### src/rtl/dpram_host_port.sv
// rtl/dpram_host_port.sv - auto-incrementing two-register host port onto port B of the shared dual-port RAM
//
// Ports:
//   clock, reset_n       system clock (also RAM port B clock), synchronous active-low reset
//   cpu_sel              register select: 0 = data, 1 = control/status
//   cpu_wr, cpu_rd       single-cycle host strobes (write wins when both are high)
//   cpu_din, cpu_dout    host write data in, registered host read data out
//   busy                 a RAM access is in progress; strobes seen now are dropped
//   ram_addr/ram_data    RAM address_b / data_b
//   ram_wren/ram_rden    RAM wren_b / rden_b
//   ram_q                RAM q_b, valid the cycle after ram_rden

module dpram_host_port #(
    parameter int ADDR_W = 14
) (
    input  logic              clock,
    input  logic              reset_n,
    input  logic              cpu_sel,
    input  logic              cpu_wr,
    input  logic              cpu_rd,
    input  logic [7:0]        cpu_din,
    output logic [7:0]        cpu_dout,
    output logic              busy,
    output logic [ADDR_W-1:0] ram_addr,
    output logic [7:0]        ram_data,
    output logic              ram_wren,
    output logic              ram_rden,
    input  logic [7:0]        ram_q
);

    typedef enum logic [1:0] {
        IDLE     = 2'd0,
        RD_ISSUE = 2'd1,
        RD_CAPT  = 2'd2,
        WR_ISSUE = 2'd3
    } state_t;

    localparam logic [ADDR_W-1:0] PTR_ONE = ADDR_W'(1);

    state_t            state;
    state_t            state_nxt;
    logic [ADDR_W-1:0] ptr;
    logic [ADDR_W-1:0] ptr_set;
    logic [7:0]        ptr_lo;
    logic [7:0]        buffer;
    logic              toggle;
    logic              overrun;
    logic              do_wr;
    logic              do_rd;

    // Next-state decode and RAM strobes. The strobes come straight from the
    // state register, so a reset drops them at the very next edge.
    always_comb begin
        state_nxt = state;
        busy      = (state != IDLE);
        ram_rden  = (state == RD_ISSUE);
        ram_wren  = (state == WR_ISSUE);
        do_wr     = cpu_wr;
        do_rd     = cpu_rd & ~cpu_wr;
        ptr_set   = {cpu_din[ADDR_W-9:0], ptr_lo};
        case (state)
            IDLE: begin
                if (do_wr && !cpu_sel)
                    state_nxt = WR_ISSUE;
                else if (do_wr && cpu_sel && toggle && !cpu_din[6])
                    state_nxt = RD_ISSUE;      // read set-up prefetch
                else if (do_rd && !cpu_sel)
                    state_nxt = RD_ISSUE;
            end
            RD_ISSUE: state_nxt = RD_CAPT;
            RD_CAPT:  state_nxt = IDLE;
            WR_ISSUE: state_nxt = IDLE;
            default:  state_nxt = IDLE;
        endcase
    end

    always_ff @(posedge clock) begin
        if (!reset_n) begin
            state    <= IDLE;
            ptr      <= '0;
            ptr_lo   <= '0;
            buffer   <= '0;
            toggle   <= 1'b0;
            overrun  <= 1'b0;
            cpu_dout <= '0;
            ram_addr <= '0;
            ram_data <= '0;
        end else begin
            state <= state_nxt;

            if (state != IDLE && (cpu_wr || cpu_rd))
                overrun <= 1'b1;

            case (state)
                IDLE: begin
                    if (do_wr) begin
                        if (cpu_sel) begin
                            if (!toggle) begin
                                ptr_lo <= cpu_din;
                                toggle <= 1'b1;
                            end else begin
                                toggle <= 1'b0;
                                if (!cpu_din[7])
                                    ptr <= ptr_set;
                                // RAM address is presented from a register so it
                                // holds its last value once the access is over.
                                if (!cpu_din[6])
                                    ram_addr <= cpu_din[7] ? ptr : ptr_set;
                            end
                        end else begin
                            toggle   <= 1'b0;
                            ram_addr <= ptr;
                            ram_data <= cpu_din;
                        end
                    end else if (do_rd) begin
                        toggle <= 1'b0;
                        if (cpu_sel) begin
                            cpu_dout <= {busy, overrun, 6'b0};
                            overrun  <= 1'b0;
                        end else begin
                            // Host gets the read-ahead value now; the refill
                            // of the buffer runs in the background.
                            cpu_dout <= buffer;
                            ram_addr <= ptr;
                        end
                    end
                end
                RD_CAPT: begin
                    buffer <= ram_q;
                    ptr    <= ptr + PTR_ONE;
                end
                WR_ISSUE: begin
                    // Keep the read-ahead coherent with what was just written.
                    buffer <= ram_data;
                    ptr    <= ptr + PTR_ONE;
                end
                default: ;
            endcase
        end
    end

endmodule

### config.mk
export PLATFORM = sky130hd
export DESIGN_NAME = dpram_host_port
export DESIGN_NICKNAME = d
export VERILOG_FILES = /design/src/rtl/dpram_host_port.sv
export SDC_FILE = /design/constraint.sdc
export NUM_CORES = 1
export LEC_CHECK = 0
export BUFFER_PORTS_ARGS = -buffer_cell sky130_fd_sc_hd__buf_2
export CORE_MARGIN = 2
export CORE_UTILIZATION = 40
export CTS_CLUSTER_DIAMETER = 100
export CTS_CLUSTER_SIZE = 10
export DETAILED_ROUTE_END_ITERATION = 6
export SETUP_SLACK_MARGIN = 0.05
export SYNTH_ARGS = -nofsm -noshare
export SYNTH_HDL_FRONTEND = slang
export SYNTH_SLANG_ARGS = --single-unit
export TNS_END_PERCENT = 1
### constraint.sdc
create_clock -name clock -period 1.8 [get_ports clock]
set_clock_uncertainty 0.2 [all_clocks]
set_input_delay 0.27 -clock clock [delete_from_list [all_inputs] [get_ports clock]]
set_output_delay 0.27 -clock clock [all_outputs]
set_load 0.05 [all_outputs]
==> flow_metrics.env <==
export IMPL_synth_async_reset_ratio_pct=0
export IMPL_total_power_w=0.003432
export IMPL_p_per_area_nw_per_um2=930.7
export IMPL_drv_cap=0
export IMPL_netlist_top_cell_by_area="sky130_fd_sc_hd__dfxtp_1"
export IMPL_routed_via_density=5.131
export IMPL_ios=54
export IMPL_synth_edff_count=0
export IMPL_dieArea_um2=7932
export IMPL_cp_cell_sequence="buf_6 > and2_1 > buf_4"
export IMPL_cts_made_buffers=9
export IMPL_number_of_buffers_between_clock_root_and_the_deepest_sink=2
export IMPL_slew_limit_headroom_pct=71.23
export IMPL_syn2layout_area_growth_pct=27.41
export IMPL_tritoncts="done"
export IMPL_timing_fmax_ghz=0.5838
export IMPL_power_static_leakage_nw=1.517
export IMPL_grt_overflow=0
export IMPL_htree_levels=3
export IMPL_period_share_pct=95.16
export IMPL_detailedRoute_firstPassIterationCount=4
export IMPL_setup_viol=0
export IMPL_synth_ff_latch_count=64
export IMPL_timing_final_max_slew_violations=0
export IMPL_worst_min_delay_path_startpoint="cpu_din[6]"
export IMPL_setup_worst_path_end_class="output pin"
export IMPL_critical_path_max_stage_delay_ns=0.39
export IMPL_rsz0062_at_grt="true"
export IMPL_maximum_number_of_pins_on_one_net_before_global_route_repair=36
export IMPL_synth_area_leaders="sky130_fd_sc_hd__dfxtp_1 (44%), sky130_fd_sc_hd__mux2i_1 (10%), sky130_fd_sc_hd__nor2_1 (5.3%)"
export IMPL_core_area_um2=7137
export IMPL_die_width_um=89.06
export IMPL_status="complete, no violations"
export IMPL_drt_first_iter_violations=135
export IMPL_min_path_type="primary input to flip-flop"
export IMPL_critPathRequiredTime_ns=1.33
export IMPL_antenna_cells_inserted=0
export IMPL_tritoncts_num_sinks=64
export IMPL_gr_usage_all_layers_pct=19.58
export IMPL_yosysSeqAreaShare_pct=44.27
export IMPL_critPathLaunch="state[1]"
export IMPL_netlist_cell_type_count=44
export IMPL_syn_num_nets=345
export IMPL_hpwl_mm=5.199
export IMPL_path_max_fanout=14
export IMPL_post_synth_inst_count=323
export IMPL_slowest_stage="sky130_fd_sc_hd__dfxtp_4"
export IMPL_worstSetupPathType="flip-flop to output pin"
export IMPL_vdd_drop_max_mv=0.4193
export IMPL_vias=2586
export IMPL_startpoint_type="flip-flop"
export IMPL_drc=0
export IMPL_io_buffer_count=53
export IMPL_detail_route_wirelength_mm=7.338
export IMPL_first_global_vias=2386
export IMPL_num_rows=31
export IMPL_design_final_nets=423
export IMPL_crit_arrival_ns=1.24
export IMPL_clk_transition_reported_paths_ns=0.07
export IMPL_synth_top_area_share_pct=44.27
export IMPL_synth_main_ff_cell="sky130_fd_sc_hd__dfxtp_1"
export IMPL_slew_at_the_pin_with_the_worst_max_slew_slack_ns=0.4316
export IMPL_initial_utilization_pct=40.55
export IMPL_clk_insertion_delay_late_ns=0.34
export IMPL_avgSynthCellArea_um2=8.960
export IMPL_fp_dieH_um=89.06
export IMPL_wire_per_inst_um=14.56
export IMPL_period_minus_slack_ns=1.713
export IMPL_ant_nets=0
export IMPL_grt_antenna_before_repair=0
export IMPL_gp_routability_congestion=0.9202
export IMPL_post_synth_instance_area_um2=2894
export IMPL_final_hold_violation_count=0
export IMPL_startpoint_of_the_worst_slack_reg_to_reg_timing_path="ptr[7]"
export IMPL_yosys_warnings=0
export IMPL_tns_ns=0
export IMPL_clk_root_buffer_cell="sky130_fd_sc_hd__clkbuf_8"
export IMPL_post_route_cells_drive_above_1_share_pct=30.37
export IMPL_grt_pass1_wl_mm=11.87
worst max-delay path, delay by kind of cell (launching register included):
family	cells	cell delay, ns
buffers and inverters	2	0.36
flip-flops	1	0.39
AND/OR/NAND/NOR	1	0.16
layer usage:
metal | track usage (%) | part of all wire, % | vias to the layer above
li1 | - | - | 1330
met1 | 27.47 | 49 | 1189
met2 | 29.24 | 45 | 57
met3 | 3.232 | 4.4 | 10
met4 | 9.498 | 2.0 | 0
met5 | 0 | 0 | -
power breakdown:
part | switching, W | total, W | leakage, nW | internal, W
Combinational | 0.000499 | 0.000773 | 0.899 | 0.000274
Clock | 0.000525 | 0.00108 | 0.0947 | 0.000557
Sequential | 0.0000639 | 0.00158 | 0.524 | 0.00151
worst paths after layout:
kind | endpoint | slack [ns] | depth (start not counted)
max | ram_wren | 0.09 | 3
min | ptr_lo[6] | 0.02 | 3
max reg2reg | ptr[12] | 0.11 | 4
min reg2reg | cpu_dout[5] | 0.25 | 2
layout make-up:
type	count	area [µm²]
clock buffer	11	151.4
clock inverter	4	20.02
fill	698	3450
inverter	5	18.77
multi-input combinational	234	1506
sequential	64	1289
tap	99	123.9
timing repair buffer	87	578.1
flip-flops by register name, summed over array words and instances, names as in the netlist:
register	count
buffer	8
cpu_dout	8
overrun	1
ptr	14
ptr_lo	8
ram_addr	14
ram_data	8
state	2
toggle	1
through the flow:
step	cell area [µm²]	util [%]	hold WS, ns	std cells	setup slack, ns
after floorplan	2897	-	0.1862	323	0.02345
after global placement	3411	47.79	0.2378	482	0.1001
after detailed placement	3411	47.79	0.2460	482	0.04732
after CTS	3626	50.81	0.009929	500	0.02902
after global routing	3687	51.67	0.02073	504	0.009819
final	3687	51.67	0.02435	504	0.08718
Yosys cell counts (5+ instances only):
cell,n
sky130_fd_sc_hd__a21oi_1,27
sky130_fd_sc_hd__nor2_1,41
sky130_fd_sc_hd__a211oi_2,6
sky130_fd_sc_hd__nand3_1,7
sky130_fd_sc_hd__nand2_1,35
sky130_fd_sc_hd__nand4_1,5
sky130_fd_sc_hd__mux2i_1,29
sky130_fd_sc_hd__nand3b_1,11
sky130_fd_sc_hd__a211oi_1,18
sky130_fd_sc_hd__a31oi_1,9
sky130_fd_sc_hd__o21ai_0,9
sky130_fd_sc_hd__dfxtp_1,64
sky130_fd_sc_hd__buf_2,7
sky130_fd_sc_hd__clkbuf_1,6
logic make-up after synthesis:
kind of cell / synth area share (%)
buffers and inverters: 4.193
and+or+nand+nor: 21.62
AOI/OAI and AO/OA: 19.46
adders and majority gates: 0.4323
muxes: 10.03
DFF: 44.27
cells in the final DEF (no fill, tap or decap), types with 2 or more instances in the layout:
cell	n
sky130_fd_sc_hd__a211oi_1	18
sky130_fd_sc_hd__a211oi_2	6
sky130_fd_sc_hd__a21oi_1	27
sky130_fd_sc_hd__a2bb2oi_1	2
sky130_fd_sc_hd__a31oi_1	9
sky130_fd_sc_hd__and2_1	3
sky130_fd_sc_hd__and4_1	2
sky130_fd_sc_hd__buf_12	3
sky130_fd_sc_hd__buf_2	51
sky130_fd_sc_hd__buf_4	28
sky130_fd_sc_hd__buf_6	2
sky130_fd_sc_hd__clkbuf_8	11
sky130_fd_sc_hd__clkinv_2	4
sky130_fd_sc_hd__dfxtp_1	60
sky130_fd_sc_hd__dfxtp_2	3
sky130_fd_sc_hd__dlygate4sd3_1	3
sky130_fd_sc_hd__inv_1	3
sky130_fd_sc_hd__mux2i_1	29
sky130_fd_sc_hd__nand2_1	35
sky130_fd_sc_hd__nand2b_1	2
sky130_fd_sc_hd__nand3_1	5
sky130_fd_sc_hd__nand3_2	2
sky130_fd_sc_hd__nand3b_1	11
sky130_fd_sc_hd__nand4_1	5
sky130_fd_sc_hd__nor2_1	41
sky130_fd_sc_hd__nor3_1	2
sky130_fd_sc_hd__nor3b_2	2
sky130_fd_sc_hd__o211ai_1	2
sky130_fd_sc_hd__o21ai_0	9
sky130_fd_sc_hd__o221a_2	2
sky130_fd_sc_hd__or3_1	2
what timing repair did:
item | in CTS | in global routing
hold buffers | 3 | 0
buffers inserted | 0 | 4
endpoints found under the setup margin | 4 | 12
endpoints found under the hold margin | 3 | 0
resized for setup | 6 | 7
pin swaps | 0 | 0
gates cloned | 0 | 0
Power figures use the tool's default switching activity.
